[config.mk]
export PLATFORM = sky130hd
export DESIGN_NAME = paddle_position_tracker
export DESIGN_NICKNAME = d
export VERILOG_FILES = /design/src/rtl/paddle_position_tracker.sv
export SDC_FILE = /design/constraint.sdc
export NUM_CORES = 1
export LEC_CHECK = 0
export CELL_PAD_IN_SITES_DETAIL_PLACEMENT = 0
export CELL_PAD_IN_SITES_GLOBAL_PLACEMENT = 1
export CORE_MARGIN = 5
export CORE_UTILIZATION = 42
export CTS_CLUSTER_DIAMETER = 80
export DETAILED_ROUTE_END_ITERATION = 6
export PLACE_DENSITY_LB_ADDON = 0.25
export SLEW_MARGIN = 20
export SYNTH_ARGS = -nofsm -noshare
export SYNTH_HDL_FRONTEND = slang
export SYNTH_SLANG_ARGS = --single-unit
[constraint.sdc]
create_clock -name clk -period 4 [get_ports clk]
set_input_delay 1 -clock clk [delete_from_list [all_inputs] [get_ports clk]]
set_output_delay 1 -clock clk [all_outputs]
set_load 0.01 [all_outputs]
[src/rtl/paddle_position_tracker.sv]
// Integrates the signed per-tick paddle movement into a clamped top-edge Y,
// latches a frame-stable copy, and glides the paddle to mid-screen on request.
module paddle_position_tracker #(
  parameter int SCREEN_HEIGHT        = 480,
  parameter int PADDLE_HEIGHT        = 64,
  parameter int RECENTER_STEP_CLOCKS = 100000,
  localparam int Y_WIDTH             = $clog2(SCREEN_HEIGHT)
) (
  input  logic                clk,
  input  logic                rst,
  input  logic signed [1:0]   position_change,
  input  logic                frame_start,
  input  logic                recenter_req,
  output logic [Y_WIDTH-1:0]  live_y,
  output logic [Y_WIDTH-1:0]  paddle_y,
  output logic                at_top,
  output logic                at_bottom,
  output logic                recenter_busy,
  output logic                recenter_done
);

  localparam int MAX_Y    = SCREEN_HEIGHT - PADDLE_HEIGHT;
  localparam int CENTER_Y = MAX_Y / 2;
  localparam int CNT_W    = (RECENTER_STEP_CLOCKS > 1) ? $clog2(RECENTER_STEP_CLOCKS) : 1;

  localparam logic [Y_WIDTH-1:0]          MAX_Y_L    = Y_WIDTH'(MAX_Y);
  localparam logic [Y_WIDTH-1:0]          CENTER_Y_L = Y_WIDTH'(CENTER_Y);
  localparam logic signed [Y_WIDTH+1:0]   MAX_Y_S    = (Y_WIDTH+2)'(MAX_Y);
  localparam logic [CNT_W-1:0]            CNT_LAST   = CNT_W'(RECENTER_STEP_CLOCKS - 1);

  if (PADDLE_HEIGHT >= SCREEN_HEIGHT) begin : g_bad_height
    $error("PADDLE_HEIGHT must be smaller than SCREEN_HEIGHT");
  end
  if (RECENTER_STEP_CLOCKS < 1) begin : g_bad_step
    $error("RECENTER_STEP_CLOCKS must be at least 1");
  end

  typedef enum logic [0:0] {
    TRACK    = 1'b0,
    RECENTER = 1'b1
  } state_t;

  state_t              state_q, state_d;
  logic [Y_WIDTH-1:0]  live_y_q, live_y_d;
  logic [Y_WIDTH-1:0]  paddle_y_q, paddle_y_d;
  logic [CNT_W-1:0]    cnt_q, cnt_d;
  logic                done_q, done_d;

  logic signed [Y_WIDTH+1:0] delta;
  logic signed [Y_WIDTH+1:0] sum;
  logic [Y_WIDTH-1:0]        clamped;

  // 2'b10 (-2) is not a legal move and is treated as hold.
  assign delta   = (position_change == 2'b10) ? '0
                 : {{Y_WIDTH{position_change[1]}}, position_change};
  assign sum     = $signed({2'b00, live_y_q}) + delta;
  assign clamped = (sum < 0)       ? '0
                 : (sum > MAX_Y_S) ? MAX_Y_L
                 : sum[Y_WIDTH-1:0];

  always_comb begin
    state_d    = state_q;
    live_y_d   = live_y_q;
    paddle_y_d = frame_start ? live_y_q : paddle_y_q;
    cnt_d      = cnt_q;
    done_d     = 1'b0;
    case (state_q)
      TRACK: begin
        live_y_d = clamped;
        if (recenter_req) begin
          state_d = RECENTER;
          cnt_d   = '0;
        end
      end
      RECENTER: begin
        // Centre check precedes stepping, so completion costs one extra cycle.
        if (live_y_q == CENTER_Y_L) begin
          state_d = TRACK;
          done_d  = 1'b1;
          cnt_d   = '0;
        end else if (cnt_q == CNT_LAST) begin
          cnt_d    = '0;
          live_y_d = (live_y_q > CENTER_Y_L) ? live_y_q - 1'b1 : live_y_q + 1'b1;
        end else begin
          cnt_d = cnt_q + 1'b1;
        end
      end
      default: state_d = TRACK;
    endcase
  end

  always_ff @(posedge clk) begin
    if (rst) begin
      state_q    <= TRACK;
      live_y_q   <= CENTER_Y_L;
      paddle_y_q <= CENTER_Y_L;
      cnt_q      <= '0;
      done_q     <= 1'b0;
    end else begin
      state_q    <= state_d;
      live_y_q   <= live_y_d;
      paddle_y_q <= paddle_y_d;
      cnt_q      <= cnt_d;
      done_q     <= done_d;
    end
  end

  assign live_y        = live_y_q;
  assign paddle_y      = paddle_y_q;
  assign at_top        = (live_y_q == '0);
  assign at_bottom     = (live_y_q == MAX_Y_L);
  assign recenter_busy = (state_q == RECENTER);
  assign recenter_done = done_q;

endmodule

# == Word-level counts from Yosys, hierarchy flattened ==
# Cells that the tools add are included.
# totals
in_bits,6
out_inout_bits,22
register_bits,37
# op_classes
addsub,4
eq_ne,7
n_mux,15
n_bitwise,1
order_cmp,3
n_reduce_logical,3
# ops
op,count
$mux W17,3
$mux W9,5
$pmux W17 S2,1
$pmux W9 S2,1
$add A17 B1 Y17 const B,1
$eq A17 B17 Y1 const B,1
$add A10 B11 Y11,1
$gt A11 B10 Y1 const B,1
$lt A11 B1 Y1 const B,1
$mux W11,1
$add A9 B1 Y9 const B,1
$eq A9 B8 Y1 const B,1
$eq A9 B9 Y1 const B,1
$gt A9 B8 Y1 const B,1
$logic_not A9 Y1,1
$sub A9 B1 Y9 const B,1
$ne A2 B2 Y1 const B,2
$mux W1,3
$eq A2 B2 Y1 const B,1
$ne A2 B1 Y1 const B,1
$pmux W1 S2,1
$reduce_and A2 Y1,1
$reduce_or A2 Y1,1
$not A1 Y1,1

# == Depth between registers and ports, before layout ==
# depth
ltp_word,7
ltp_mapped,14

# == Least setup slack after synthesis ==
# OpenSTA, ideal clock, no wires.
# synth_path
path_kind,input -> register
start,in position_change[0]
end,reg live_y_q[3] (netlist: live_y[3])
path_slack_ps,686
path_buffers,1
stages,11
arrival_time_ps,3234
setup_time_ps,80
required_ps,3920
cell_sequence,and2_1 buf_6 xnor2_1 ha_1 or3_1 o32ai_1 xnor2_1 nand4_1 a2111oi_4 o21bai_1 a211oi_2
# synth_between
elab_chain_len,7
word_cells_on_any_way,8
classes_between,add/sub (1); order compare (2); eq/ne (1); mux (4)
# synth_rtl
element,line_no,rtl
start: declaration,11,"input logic signed [1:0] position_change,"
$eq A2 B2 Y1,54,assign delta = (position_change == 2'b10) ? '0
$mux W11 (*),54,
$add A10 B11 Y11 (*),56,"assign sum = $signed({2'b00, live_y_q}) + delta;"
$gt A11 B10 Y1,58,: (sum > MAX_Y_S) ? MAX_Y_L
$mux W9,58,
$mux W9 (*),57,assign clamped = (sum < 0) ? '0
$pmux W9 S2 (*),67,case (state_q)
end signal: assignment,101,live_y_q <= live_y_d;
end: declaration,44,"logic [Y_WIDTH-1:0] live_y_q, live_y_d;"
# Every way passes the cells marked *; elsewhere a longest branch is shown, timed or not.
# A chain may end at the register's enable or synchronous reset.

# == Worst setup path after layout ==
# Ends and elaborated chain as after synthesis.

==> results.sh <==
export IMPL_ir_drop_worst_vdd_v=0.0002654
export IMPL_internal_power_uw=813.4
export IMPL_wl_met1_mm=3.290
export IMPL_met2WireLength_mm=2.864
export IMPL_postSynthRegisterBits=37
export IMPL_cp_data_required_time_ps=4200
export IMPL_finalNetCount=356
export IMPL_grt_start_max_net_pins=23
export IMPL_path_class="input pin to register"
export IMPL_global_route_usage_total_pct=18.47
export IMPL_port_buffer_count=27
export IMPL_cts_reportedPaths_clkPinSlew_ps=70
export IMPL_layout_setup_ws_ps=384.7
export IMPL_final_cell_mix="42 x sky130_fd_sc_hd__nor2_1, 37 x sky130_fd_sc_hd__dfxtp_1, 27 x sky130_fd_sc_hd__clkdlybuf4s50_1"
export IMPL_finalSetupTns_ps=0
export IMPL_drc=0
export IMPL_multi_input_area_um2=1637
export IMPL_initial_cell_density_of_the_core_pct=42.43
export IMPL_sequential_cell_area_um2=740.7
export IMPL_grt_first_pass_wirelength_mm=11.12
export IMPL_hold_path_class="register to register"
export IMPL_grt_overflow=0
export IMPL_max_cap_check_violation_count=0
export IMPL_top_layer_used="met4"
export IMPL_placement_setup_worst_slack_ps=114.6
export IMPL_dominantRegCellSynth="sky130_fd_sc_hd__dfxtp_1"
export IMPL_timing_worst_slew_pin_value_ps=645.2
export IMPL_area_growth_pct=18.85
export IMPL_synth_area_um2=2482
export IMPL_layout_commonest_cell="sky130_fd_sc_hd__nor2_1"
export IMPL_insertion_delay_ps=280
export IMPL_p_leak_uw=0.001075
export IMPL_synth_edf_count=0
export IMPL_share_comb_of_total_power_pct=51.9
export IMPL_clock_tree_htree_level_count=2
export IMPL_run_status="finished clean"
export IMPL_worst_clock_skew_ps=3.527
export IMPL_gp_congestion=0.8432
export IMPL_synth_yosys_seq_area_share_pct=29.84
export IMPL_crit_fanout=6
export IMPL_setup_fix_buffers_added_after_clock_tree_synthesis=0
export IMPL_post_route_period_util_pct=90.38
export IMPL_detail_route_antenna_nets=0
export IMPL_p_seq_share_pct=30.8
export IMPL_clock_fmax_ghz=0.2766
export IMPL_number_of_antenna_violations_at_the_first_check_in_global_routing=0
export IMPL_net_switching_power_uw=535.9
export IMPL_cts_buffers=5
export IMPL_design_die_area_um2=7548
export IMPL_num_fill_cells=563
export IMPL_top_level_ports=28
export IMPL_std_cell_rows=28
export IMPL_cts_repair_resize_count=0
export IMPL_power_switching_share_pct=39.72
export IMPL_mappedNetlistNets=324
export IMPL_critical_path_endpoint_type="register"
export IMPL_cts_sink_count=37
export IMPL_hpwlAfterDp_mm=4.845
export IMPL_detailroute_via_count=2338
export IMPL_cts_root_to_sink_buffers=2
export IMPL_antenna_cells_inserted=0
export IMPL_ctsRootBufferMaster="sky130_fd_sc_hd__clkbuf_8"
export IMPL_viasPerCell=5.661
export IMPL_cts_tree="done"
export IMPL_relSlewSlack_pct=56.99
export IMPL_routed_wl_met3_um=350
export IMPL_postCtsHoldBufs=0
export IMPL_worst_endpoint_arrival_ps=3820
export IMPL_setup_viol_count_final=0
export IMPL_power_uw=1349
export IMPL_postSynthCellCount=307
export IMPL_1st_pass_router_iterations=4
export IMPL_final_hold_violation_count=0
export IMPL_share_clk_of_total_power_pct=17.4
export IMPL_drt_wirelength_per_cell_um=15.87
export IMPL_first_global_vias=2208
export IMPL_detail_route_iter0_violations=199
export IMPL_rsz_0062_raised_after_global_routing="no"
export IMPL_final_period_minus_worst_setup_slack_ps=3615
export IMPL_pwr_density_cell_nw_per_um2=457.4
export IMPL_yosys_cell_types=57
export IMPL_drt_total_wl_mm=6.553
export IMPL_yosysWarnings=0
export IMPL_avgSynthCellArea_um2=8.086
export IMPL_async_flop_share_pct=0
export IMPL_report_final_slew_viol_count=0
export IMPL_core_area_um2=5851
export IMPL_crit_path_start_kind="input pin"
export IMPL_die_height_um=86.88
export IMPL_drive_above_1_share_pct=10.06
export IMPL_die_width_um=86.88
[power groups by stage]
stage	Sequential, µW	Combinational (µW)	Clock, µW
after detailed placement	423	693	0
after CTS	415	697	245
after global placement	423	690	0
after floorplan	441	468	0
after global routing	419	770	267
final	415	700	234
[through the flow]
step / cell area (µm²) / cells / util (%) / hold WS (ps)
final: 2950 / 413 / 50.43 / 490.9
after detailed placement: 2877 / 407 / 49.17 / 473.3
after global routing: 2950 / 413 / 50.43 / 537.1
after global placement: 2877 / 407 / 49.17 / 473.7
after CTS: 2950 / 413 / 50.43 / 497.2
after floorplan: 2482 / 307 / - / 463.0
[area by class of cell]
class | count | area share, %
clock buffer | 5 | 2.332
clock inverter | 1 | 0.1696
inverter | 8 | 1.018
multi-input combinational | 246 | 55.47
sequential | 37 | 25.11
tap | 75 | 3.181
timing repair buffer | 41 | 12.72
[critical path: stages]
cell	delay, ps
sky130_fd_sc_hd__clkdlybuf4s50_1	500
sky130_fd_sc_hd__and2_1	230
sky130_fd_sc_hd__xnor2_1	130
sky130_fd_sc_hd__ha_1	280
sky130_fd_sc_hd__or3_1	350
sky130_fd_sc_hd__o32ai_1	170
sky130_fd_sc_hd__xnor2_1	200
sky130_fd_sc_hd__nand4_1	170
sky130_fd_sc_hd__a2111oi_4	440
sky130_fd_sc_hd__o21bai_1	140
sky130_fd_sc_hd__a211oi_2	210
[kinds of logic after synthesis]
logic type	count (synthesis)	synth area share (%)
compound gates	69	19.76
flops	37	29.84
simple gates	135	28.38
mux	10	4.536
buf+inv	24	4.234
fa+ha+maj	11	5.847
xor+xnor	21	7.409
[registers in the layout, summed over array words and instances (netlist names)]
register,count
cnt_q,17
paddle_y,9
live_y,9
recenter_busy,1
recenter_done,1
[worst paths after layout]
check,startpoint,to,slack (ps),cells after the start
worst max register to register,live_y[0],live_y[8],650,13
worst max-delay path,position_change[0],live_y[3],380,11
worst min register to register,paddle_y[7],paddle_y[7],490,2
worst min-delay path,paddle_y[7],paddle_y[7],490,2
[routing by layer]
metal	GRT usage, %	vias to the layer above
met4	4.533	0
li1	-	1185
met2	28.09	63
met3	3.311	4
met1	26.93	1086
met5	0	-
[synth_stat cells (all sizes together) (6+ instances only)]
master / count / area share (%)
inv: 7 / 1.1
nor4: 10 / 3.1
ha: 10 / 5.0
a21oi: 12 / 2.4
a31oi: 6 / 1.5
xnor2: 12 / 4.2
mux2i: 10 / 4.5
nand4: 7 / 1.8
o21ai: 19 / 4.3
a211oi: 10 / 3.4
nand3: 10 / 2.0
nor3: 12 / 2.4
clkbuf: 7 / 1.1
dfxtp: 37 / 30
buf: 9 / 2.0
nor2: 42 / 6.4
nand2: 26 / 4.3
xor2: 9 / 3.2
Power figures use the tool's default switching activity.
